File: config.mk
export PLATFORM = sky130hd
export DESIGN_NAME = manch_decoding_rx
export DESIGN_NICKNAME = d
export VERILOG_FILES = /design/src/rtl/manch_pkg.sv /design/src/rtl/manch_sync.sv /design/src/rtl/manch_decoding_rx.sv
export SDC_FILE = /design/constraint.sdc
export NUM_CORES = 1
export LEC_CHECK = 0
export ABC_AREA = 1
export CORE_MARGIN = 2
export CORE_UTILIZATION = 55
export CTS_BUF_LIST = sky130_fd_sc_hd__clkbuf_8
export DETAILED_ROUTE_END_ITERATION = 6
export PLACE_DENSITY_LB_ADDON = 0.08
export SYNTH_ARGS = -nofsm -noshare
export SYNTH_HDL_FRONTEND = slang
export SYNTH_SLANG_ARGS = --single-unit
File: constraint.sdc
create_clock -name mclkin -period 1.9 [get_ports mclkin]
set_input_delay 0.38 -clock mclkin [delete_from_list [all_inputs] [get_ports mclkin]]
set_output_delay 0.38 -clock mclkin [all_outputs]
set_load 0.005 [all_outputs]
File: src/rtl/manch_pkg.sv
// Shared types for the Manchester receive path: FSM states and error codes.
package manch_pkg;

  typedef enum logic [1:0] {
    WAIT_IDLE,
    IDLE,
    DATA,
    STOP
  } rx_state_e;

  localparam logic [1:0] ERR_VIOL = 2'b01;
  localparam logic [1:0] ERR_STOP = 2'b10;

endpackage

File: src/rtl/manch_sync.sv
// Two-flop synchroniser for the Manchester line plus a registered copy for edge strobes.
module manch_sync (
  input  logic clk_i,
  input  logic rst_i,
  input  logic line_i,
  output logic level_o,
  output logic rise_o,
  output logic fall_o
);

  logic sync1_q, sync2_q, prev_q;

  // Reset to the idle-high level so leaving reset never looks like a start edge.
  always_ff @(posedge clk_i) begin
    if (rst_i) begin
      sync1_q <= 1'b1;
      sync2_q <= 1'b1;
      prev_q  <= 1'b1;
    end else begin
      sync1_q <= line_i;
      sync2_q <= sync1_q;
      prev_q  <= sync2_q;
    end
  end

  assign level_o = sync2_q;
  assign rise_o  = sync2_q & ~prev_q;
  assign fall_o  = ~sync2_q & prev_q;

endmodule

File: src/rtl/manch_decoding_rx.sv
// Manchester UART-frame receiver (start 0, 8 data LSB first, stop 1), mid-bit sampled.
// Define MANCH_RESYNC_EN to re-centre the bit phase on every mid-bit edge.
//
// state     | meaning
// WAIT_IDLE | qualifying idle: need FULLBAUD consecutive high samples
// IDLE      | waiting for the start-bit mid-bit falling edge
// DATA      | sampling the 8 data bits (A in first half, B in second half)
// STOP      | sampling the stop bit, then deliver byte or flag error
module manch_decoding_rx
  import manch_pkg::*;
#(
  parameter int BAUDRATE = 115200,
  parameter int CLK_FREQ = 18_750_000
) (
  input  logic       mclkin,
  input  logic       rst,
  input  logic       rx_manch,
  output logic [7:0] rx_data,
  output logic       rx_valid,
  output logic       rx_err,
  output logic [1:0] rx_err_code,
  output logic       rx_busy
);

  localparam int FULLBAUD = CLK_FREQ / BAUDRATE;
  localparam int HALFBAUD = FULLBAUD / 2;
  localparam int QUARTER  = HALFBAUD / 2;
  localparam int PW       = $clog2(FULLBAUD);

  localparam logic [PW-1:0] PH_LAST = PW'(FULLBAUD - 1);
  localparam logic [PW-1:0] PH_HALF = PW'(HALFBAUD);
  localparam logic [PW-1:0] PH_Q    = PW'(QUARTER);
  localparam logic [PW-1:0] PH_HQ   = PW'(HALFBAUD + QUARTER);

  logic line_lvl, line_rise, line_fall;

  manch_sync u_sync (
    .clk_i  (mclkin),
    .rst_i  (rst),
    .line_i (rx_manch),
    .level_o(line_lvl),
    .rise_o (line_rise),
    .fall_o (line_fall)
  );

  rx_state_e      state_q, state_d;
  logic [PW-1:0]  phase_q, phase_d;
  logic [2:0]     bit_q, bit_d;
  logic           a_q, a_d, a_vld_q, a_vld_d;
  logic [7:0]     shift_q, shift_d, data_q, data_d;
  logic           valid_q, valid_d, err_q, err_d, busy_q, busy_d;
  logic [1:0]     code_q, code_d;
  logic           resync;

`ifdef MANCH_RESYNC_EN
  assign resync = (line_rise | line_fall) && (phase_q > PH_Q) && (phase_q < PH_HQ);
`else
  logic unused_rise;
  assign unused_rise = line_rise;
  assign resync      = 1'b0;
`endif

  always_comb begin
    state_d = state_q;
    phase_d = phase_q;
    bit_d   = bit_q;
    a_d     = a_q;
    a_vld_d = a_vld_q;
    shift_d = shift_q;
    data_d  = data_q;
    valid_d = 1'b0;
    err_d   = 1'b0;
    code_d  = code_q;
    busy_d  = busy_q;
    unique case (state_q)
      WAIT_IDLE: begin
        busy_d = 1'b0;
        if (!line_lvl) begin
          phase_d = '0;
        end else if (phase_q == PH_LAST) begin
          phase_d = '0;
          state_d = IDLE;
        end else begin
          phase_d = phase_q + 1'b1;
        end
      end
      IDLE: begin
        if (line_fall) begin
          phase_d = PH_HALF;
          bit_d   = 3'd0;
          a_vld_d = 1'b0;
          busy_d  = 1'b1;
          state_d = DATA;
        end
      end
      DATA, STOP: begin
        if (resync)                  phase_d = PH_HALF;
        else if (phase_q == PH_LAST) phase_d = '0;
        else                         phase_d = phase_q + 1'b1;
        if (phase_q == PH_Q) begin
          a_d     = line_lvl;
          a_vld_d = 1'b1;
        end
        // a_vld_q keeps the tail of the start bit from being taken as a sample B.
        if (phase_q == PH_HQ && a_vld_q) begin
          if (a_q == line_lvl) begin
            err_d   = 1'b1;
            code_d  = ERR_VIOL;
            busy_d  = 1'b0;
            phase_d = '0;
            state_d = WAIT_IDLE;
          end else if (state_q == DATA) begin
            shift_d = {line_lvl, shift_q[7:1]};
          end else if (!line_lvl) begin
            err_d   = 1'b1;
            code_d  = ERR_STOP;
            busy_d  = 1'b0;
            phase_d = '0;
            state_d = WAIT_IDLE;
          end else begin
            data_d  = shift_q;
            valid_d = 1'b1;
            busy_d  = 1'b0;
            state_d = IDLE;
          end
        end
        if (state_q == DATA && phase_q == PH_LAST && a_vld_q) begin
          a_vld_d = 1'b0;
          if (bit_q == 3'd7) state_d = STOP;
          else               bit_d   = bit_q + 3'd1;
        end
      end
      default: state_d = WAIT_IDLE;
    endcase
  end

  always_ff @(posedge mclkin) begin
    if (rst) begin
      state_q <= WAIT_IDLE;
      phase_q <= '0;
      bit_q   <= 3'd0;
      a_q     <= 1'b0;
      a_vld_q <= 1'b0;
      shift_q <= 8'h00;
      data_q  <= 8'h00;
      valid_q <= 1'b0;
      err_q   <= 1'b0;
      code_q  <= 2'b00;
      busy_q  <= 1'b0;
    end else begin
      state_q <= state_d;
      phase_q <= phase_d;
      bit_q   <= bit_d;
      a_q     <= a_d;
      a_vld_q <= a_vld_d;
      shift_q <= shift_d;
      data_q  <= data_d;
      valid_q <= valid_d;
      err_q   <= err_d;
      code_q  <= code_d;
      busy_q  <= busy_d;
    end
  end

  assign rx_data     = data_q;
  assign rx_valid    = valid_q;
  assign rx_err      = err_q;
  assign rx_err_code = code_q;
  assign rx_busy     = busy_q;

endmodule
Yosys cells after proc, flatten, opt, wreduce, memory -nomap -nowiden

Index checks and enable logic that the tools add are counted.

Add/sub/neg operators: 2
Equality and inequality tests: 18
Multiplexer cells: 37
Bitwise gates (word level): 6
Reductions and logical operators: 16

Operators with widths:

| kind                  | number |
|---|---|
| $mux W8               | 6 |
| $pmux W8 S3           | 1 |
| $mux W2               | 11 |
| $ne A2 B2 Y1 const B  | 7 |
| $mux W1               | 12 |
| $reduce_and A4 Y1     | 3 |
| $mux W3               | 3 |
| $reduce_and A3 Y1     | 3 |
| $add A8 B1 Y8 const B | 1 |
| $eq A8 B6 Y1 const B  | 1 |
| $eq A8 B7 Y1 const B  | 1 |
| $eq A8 B8 Y1 const B  | 1 |
| $ne A3 B3 Y1 const B  | 2 |
| $pmux W2 S3           | 1 |
| $pmux W3 S2           | 1 |
| $not A1 Y1            | 5 |
| $reduce_and A5 Y1     | 1 |
| $reduce_or A5 Y1      | 1 |
| $eq A2 B2 Y1 const B  | 2 |
| $add A3 B1 Y3 const B | 1 |
| $eq A3 B3 Y1 const B  | 1 |
| $logic_and A1 B1 Y1   | 3 |
| $pmux W1 S3           | 1 |
| $reduce_or A3 Y1      | 1 |
| other kinds (9)       | 9 |

Bits in registers: 39
Input bits: 3
Output and inout port bits: 13
Logic and storage cells: 93

Depth between registers and ports, before layout

Gate-level depths: netlist of run 1.

Depth after elaboration: 7
Depth in mapped cells: 11
Gate-level depth less buffers: 11

Cells and area by module

A second synthesis of run 1 with hierarchy kept.

Cell total of the unflattened synthesis: 254
Area, all modules: 1861.8 µm²

Modules (own cells, without submodules):

| module            | instances | cells each | area each (µm²) | sequential area each (µm²) |
|---|---|---|---|---|
| manch_decoding_rx | 1         | 241        | 1764.2          | 720.7 |
| manch_sync        | 1         | 13         | 97.6            | 60.1 |

Worst setup path after synthesis of run 1

OpenSTA, ideal clock, no wires.

Path type: flip-flop to flip-flop
Start: register u_sync.sync2_q (netlist: u_sync.level_o)
End: register data_q[5] (netlist: rx_data[5])
Setup time: 0.066 ns
Arrival: 1.427 ns
Data required time: 1.834 ns
Path slack: 0.406 ns
Stages on the path, launching flop included: 10
Path buffers: 1
Clock period less this slack: 1.494 ns
Cell sequence: dfxtp_1 > ha_1 > inv_1 > nand2_1 > a21oi_2 > inv_2 > nor2_8 > buf_8 > o21ai_1 > a21oi_2

Longest elaborated chain between the ends: 3

Ends and longest elaborated chain:

| element                         | line                     | text |
|---|---|---|
| start: declaration              | manch_sync.sv:11         | `logic sync1_q, sync2_q, prev_q;` |
| start signal: assignment        | manch_sync.sv:21         | `sync2_q <= sync1_q;` |
| $eq A1 B1 Y1                    | manch_decoding_rx.sv:106 | `if (a_q == line_lvl) begin` |
| $not A1 Y1 (no line)            | -                        |  |
| $reduce_and A5 Y1 (no line) (*) | -                        |  |
| end signal: assignment          | manch_decoding_rx.sv:157 | `data_q <= data_d;` |
| end: declaration                | manch_decoding_rx.sv:50  | `logic [7:0] shift_q, shift_d, data_q, data_d;` |

Mark *: on every way between the ends. The rest lies on a longest branch, timed or not.
A chain may end at the register's enable or synchronous reset.

Worst setup path in the final report of run 1

Start: register u_sync.sync2_q (netlist: u_sync.level_o)
End: register data_q[4] (netlist: rx_data[4])

Same word-level chain as after synthesis.

==> flow_summary.toml, run 1 <==
[power_and_ir_drop]
vdd_drop_max_mv = 0.511
p_leak_nw = 0.832
pwr_density_cell_nw_per_um2 = 714

[synth]
async_flop_share = 0
synthCells = 241
avgSynthCellArea_um2 = 7.77
ys_seq_area_frac = 0.417
yosysWarnings = 0
synth_ff_type = "dfxtp_1"
synth_top_cell_by_area = "dfxtp_1"
netlist_area_um2 = 1870
yosys-top-cells-area = "dfxtp_1 42%, nand2_1 7.4%, a21oi_1 7.0%"
synth_edf_count = 0
ys_ff_latch = 39
synthesis.nets = 250
synth_top_area_share = 0.417
synth_cell_types = 32

[global_routing]
grt_pass1_wl_um = 6980
grt_util_all_layers = 0.226
grt_start_max_net_pins = 29
antenna_found_initial = 0
grt-ovfl-total = 0
grt_pass1_vias = 1521

[finish]
layout_common_cells = "38 x dfxtp_1, 37 x nand2_1, 27 x inv_1, 26 x a21oi_1, 23 x o21ai_0"
num_antenna_cells = 0
multi_input_area_um2 = 927
register_area_um2 = 782
area_growth_pct = 16.4
final_util = 0.658
nNetsFinal = 271
final_common_cell = "dfxtp_1"
fillCellCount = 316
drive_gt1_frac = 0.179

[critical_path]
cp_max_fo = 16
endpoint_kind = "register"
worstPathCellList = "ha_1 -> inv_1 -> nand2_1 -> a21oi_2 -> inv_2 -> nor2_8 -> o21ai_0 -> a21oi_1"
worst_setup_path_start_kind = "register"
path_class = "register to register"
crit-reg2reg-launch = "u_sync.level_o"
arrival_ps = 1840
startpoint = "u_sync.level_o"
critPathMaxStageDelay_ps = 360
worstPathRequired_ps = 2120
cp_slowest_cell = "dfxtp_2"

[sta]
rsz0062_at_grt = "false"
fin_setup_tns_ps = 0
drv_slew = 0
slew_headroom = 0.832
fin_ws_ps = 279
setup_viol = 0
tightest_slew_ps = 251
max_freq_ghz = 0.617
fin_crit_sh = 0.853
fin_crit_ps = 1620
hold_viol_final = 0
clock_skew_ps = 5.62

[floorplanning]
rows = 21
design.core.area_um2 = 3310
die_h_um = 62.3
die_w_um = 62.3
initial_core_util = 0.565
io_pins = 16
dieArea_um2 = 3890

[place]
place_ws_ps = 231
place_congestion = 0.920
port-buffer-count = 15
hpwl_um = 2650

[routing]
firstDrtPassIters = 6
drc = 0
via_count = 1619
routed_wl_um = 3680
drt-initial-drc-count = 95
wire_per_inst_um = 11.9
ant_nets = 0
avgViaCountPerCell = 5.24

[hold_path]
worstHoldStart = "u_sync.sync1_q"
hold_path.class = "register to register"

[clocking]
cts_max_level = 2
insertion_delay_ps = 300
clk_pin_slew_ps = 80
cts.path.max_buffers = 2
cts_tree = "done"
cts_made_buffers = 5
root_buffer = "clkbuf_8"
cts.sinks = 39

[run_status]
status = "finished clean"

[run]
cap_viol_max_count = 0
## cell type report
cell class | instances | share of cell area
tap | 46 | 0.0264
multi-input combinational | 163 | 0.426
clock inverter | 3 | 0.00919
sequential | 39 | 0.359
clock buffer | 5 | 0.0316
timing repair buffer | 19 | 0.0885
inverter | 34 | 0.0597
## worst max-delay path, delay by kind of cell, from the launching register on
family,cells,cell delay [ps]
AOI/OAI and AO/OA,3,380
adders and majority gates,1,310
DFF,1,360
buffers and inverters,2,190
and+or+nand+nor,2,310
## cells in the mapped netlist, types with 2 or more instances
| master | instances |
|---|---|
| a21oi_1 | 26 |
| nor2_2 | 6 |
| dfxtp_1 | 39 |
| nor2_1 | 17 |
| buf_2 | 3 |
| nand2_2 | 6 |
| inv_2 | 5 |
| nand3_4 | 2 |
| nand2_1 | 37 |
| inv_1 | 27 |
| o21ai_1 | 4 |
| or2_2 | 3 |
| o21ai_0 | 23 |
| nand3_1 | 11 |
| nor2_4 | 2 |
| nand4_1 | 6 |
| ha_1 | 6 |
| nand3_2 | 2 |
| a21oi_2 | 3 |
## path summary, 6_finish.rpt
| check | slack (ps) | cells after the start | to |
|---|---|---|---|
| setup / recovery | 280 | 8 | rx_data[4] |
| hold / removal | 430 | 1 | u_sync.level_o |
| setup reg to reg | 280 | 8 | rx_data[4] |
| hold reg to reg | 430 | 1 | u_sync.level_o |
## power by group
part / switching [mW] / internal (mW) / total, mW
registers: 0.0152 / 0.836 / 0.851
clock network: 0.306 / 0.255 / 0.561
logic: 0.0871 / 0.0570 / 0.144
## per-layer routing
metal | GRT usage | vias to the layer above | share of wire
li1 | - | 841 | -
met1 | 0.287 | 739 | 0.47
met2 | 0.356 | 31 | 0.47
met3 | 0.0634 | 8 | 0.042
met4 | 0.106 | 0 | 0.022
met5 | 0 | - | 0
## cells by family after synthesis
kind of cell | Yosys count | share of synthesized area
compound gates | 60 | 0.172
fa+ha+maj | 6 | 0.0401
buf+inv | 39 | 0.0876
flops | 39 | 0.417
simple gates | 97 | 0.283
## flip-flops by register name, summed over array words and instances (netlist names)
register and flops:
a_vld_q 1, u_sync.prev_q 1, rx_busy 1, u_sync.level_o 1, state_q 2, rx_err 1, shift_q 8, rx_err_code 2
rx_valid 1, a_q 1, bit_q 3, u_sync.sync1_q 1, rx_data 8, phase_q 8
## repair_timing
| item | CTS | global route |
|---|---|---|
| endpoints found under the setup margin | 0 | 1 |
| resized for setup | 0 | 1 |
| buffers inserted | 0 | 0 |
| hold buffers | 0 | 0 |
## through the flow
step	instance area, um^2	instances	total power [mW]	hold WS [ps]
after floorplan	1870	241	0.968	389
after global placement	2090	301	1.01	416
after detailed placement	2090	301	1.01	414
after CTS	2180	309	1.57	438
after global routing	2180	309	1.64	461
final	2180	309	1.56	431
Power figures use the tool's default switching activity.
==> run 2: changes to the inputs <==
- CORE_UTILIZATION: 55 -> 59
==> flow_summary.toml, run 2 (synthesized netlist as in run 1, its figures left out) <==
[floorplanning]
die_w_um = 60.3
die_h_um = 60.3
rows = 20
design.core.area_um2 = 3030
initial_core_util = 0.618
io_pins = 16
dieArea_um2 = 3640

[hold_path]
worstHoldStart = "u_sync.sync1_q"
hold-path-endpoint = "u_sync.level_o"
hold_path.class = "register to register"
min_delay_path_depth = 1

[sta]
rsz0062_at_grt = "false"
fin_crit_sh = 0.889
holdWs_ps = 411
fin_ws_ps = 210
max_freq_ghz = 0.592
drv_slew = 0
fin_crit_ps = 1690
slew_headroom = 0.823
hold_viol_final = 0
tightest_slew_ps = 263
fin_setup_tns_ps = 0
setup_viol = 0
clock_skew_ps = 3.58

[global_routing]
grt_start_max_net_pins = 29
antenna_found_initial = 0
grt_pass1_wl_um = 6380
grt_pass1_vias = 1467
grt_util_all_layers = 0.236
grt-ovfl-total = 0

[place]
place_ws_ps = 151
placed_cells = 300
port-buffer-count = 15
hpwl_um = 2590
place_congestion = 0.910

[clocking]
cts.sinks = 39
cts_max_level = 2
cts_made_buffers = 5
clk_pin_slew_ps = 80
cts.path.max_buffers = 2
holdBufCountCts = 0
cts_tree = "done"
root_buffer = "clkbuf_8"
insertion_delay_ps = 290

[finish]
instances_no_fill = 308
drive_gt1_frac = 0.178
num_antenna_cells = 0
nNetsFinal = 272
layout_common_cells = "38 x dfxtp_1, 37 x nand2_1, 28 x inv_1, 26 x a21oi_1, 23 x o21ai_0"
area_growth_pct = 18.3
final_common_cell = "dfxtp_1"

[routing]
met3_length_um = 132
ant_nets = 0
firstDrtPassIters = 4
routed_wl_um = 3720
drt-initial-drc-count = 80
highest_layer = "met4"
met1Wirelength_um = 1810
avgViaCountPerCell = 5.21
wire_per_inst_um = 12.1
drc = 0
via_count = 1605
wl_met2_um = 1700

[critical_path]
arrival_ps = 1860
startpoint = "phase_q[1]"
endpoint_kind = "register"
r2r_end = "rx_err_code[1]"
regToRegSetupSlack_ps = 210
worst_setup_path_start_kind = "register"
worstPathRequired_ps = 2070
path_class = "register to register"
cp_max_fo = 4
crit-reg2reg-launch = "phase_q[1]"
r2r_cells = 9

[power_and_ir_drop]
p_leak_nw = 0.861
intPower_mw = 1.41
p_seq_frac = 0.473
combinationalPowerShare = 0.079
p_sw_mw = 0.396
power_frac_clock = 0.449
vdd_drop_max_mv = 0.608
pwr_density_cell_nw_per_um2 = 815
p_sw_frac = 0.219

[run]
cap_viol_max_count = 0

[run_status]
status = "finished clean"
-- run 2: per-layer routing --
| layer | vias up | global-route usage |
|---|---|---|
| li1 | 829 | - |
| met1 | 730 | 0.310 |
| met2 | 37 | 0.373 |
| met3 | 9 | 0.0584 |
| met4 | 0 | 0.0921 |
| met5 | - | 0 |
-- run 2: power groups by stage --
stage	logic [mW]	clock network (mW)	registers, mW
2_1_floorplan	0.0990	0	0.869
3_3_place_gp	0.135	0	0.870
3_5_place_dp	0.138	0	0.870
4_1_cts	0.141	0.820	0.853
5_1_grt	0.162	0.855	0.855
6_report	0.142	0.810	0.853
-- run 2: area by class of cell --
| type | instances | area (um^2) |
|---|---|---|
| clock buffers | 5 | 68.8 |
| clock inverters | 3 | 63.8 |
| fillers | 250 | 813 |
| inverters | 34 | 130 |
| multi-input cells | 163 | 927 |
| flip-flops and latches | 39 | 782 |
| well taps | 44 | 55.1 |
| repair buffers | 20 | 188 |
-- run 2: metrics by stage --
stage	util	power [mW]	instance area [um^2]
floorplan	-	0.968	1870
global placement	0.687	1.00	2080
detailed placement	0.687	1.01	2080
CTS	0.731	1.81	2210
global route	0.731	1.87	2210
finish	0.731	1.80	2210
-- run 2: timing repair --
| action | CTS | global route |
|---|---|---|
| gates resized for setup | 0 | 1 |
| setup endpoints to repair | 0 | 4 |
| setup buffers | 0 | 0 |
| hold endpoints to repair | 0 | 0 |
-- run 2: worst max path at each step --
stage                                 to  slack, ps  cells past startpoint
after floorplan               rx_data[5]        410                      9
after global placement        rx_data[0]        210                      8
after detailed placement      rx_data[0]        150                      8
after CTS                     rx_data[0]        130                      8
after global routing      rx_err_code[1]         80                      9
final                     rx_err_code[1]        210                      9
-- run 2: critical path, stage by stage (launching register included) --
cell and delay [ps]:
dfxtp_1 330, inv_1 110, ha_1 180, nand2_1 90, nor2_4 170, nand2_1 110, nor2_2 160, nand2_1 90
o21ai_0 230, a21oi_1 100
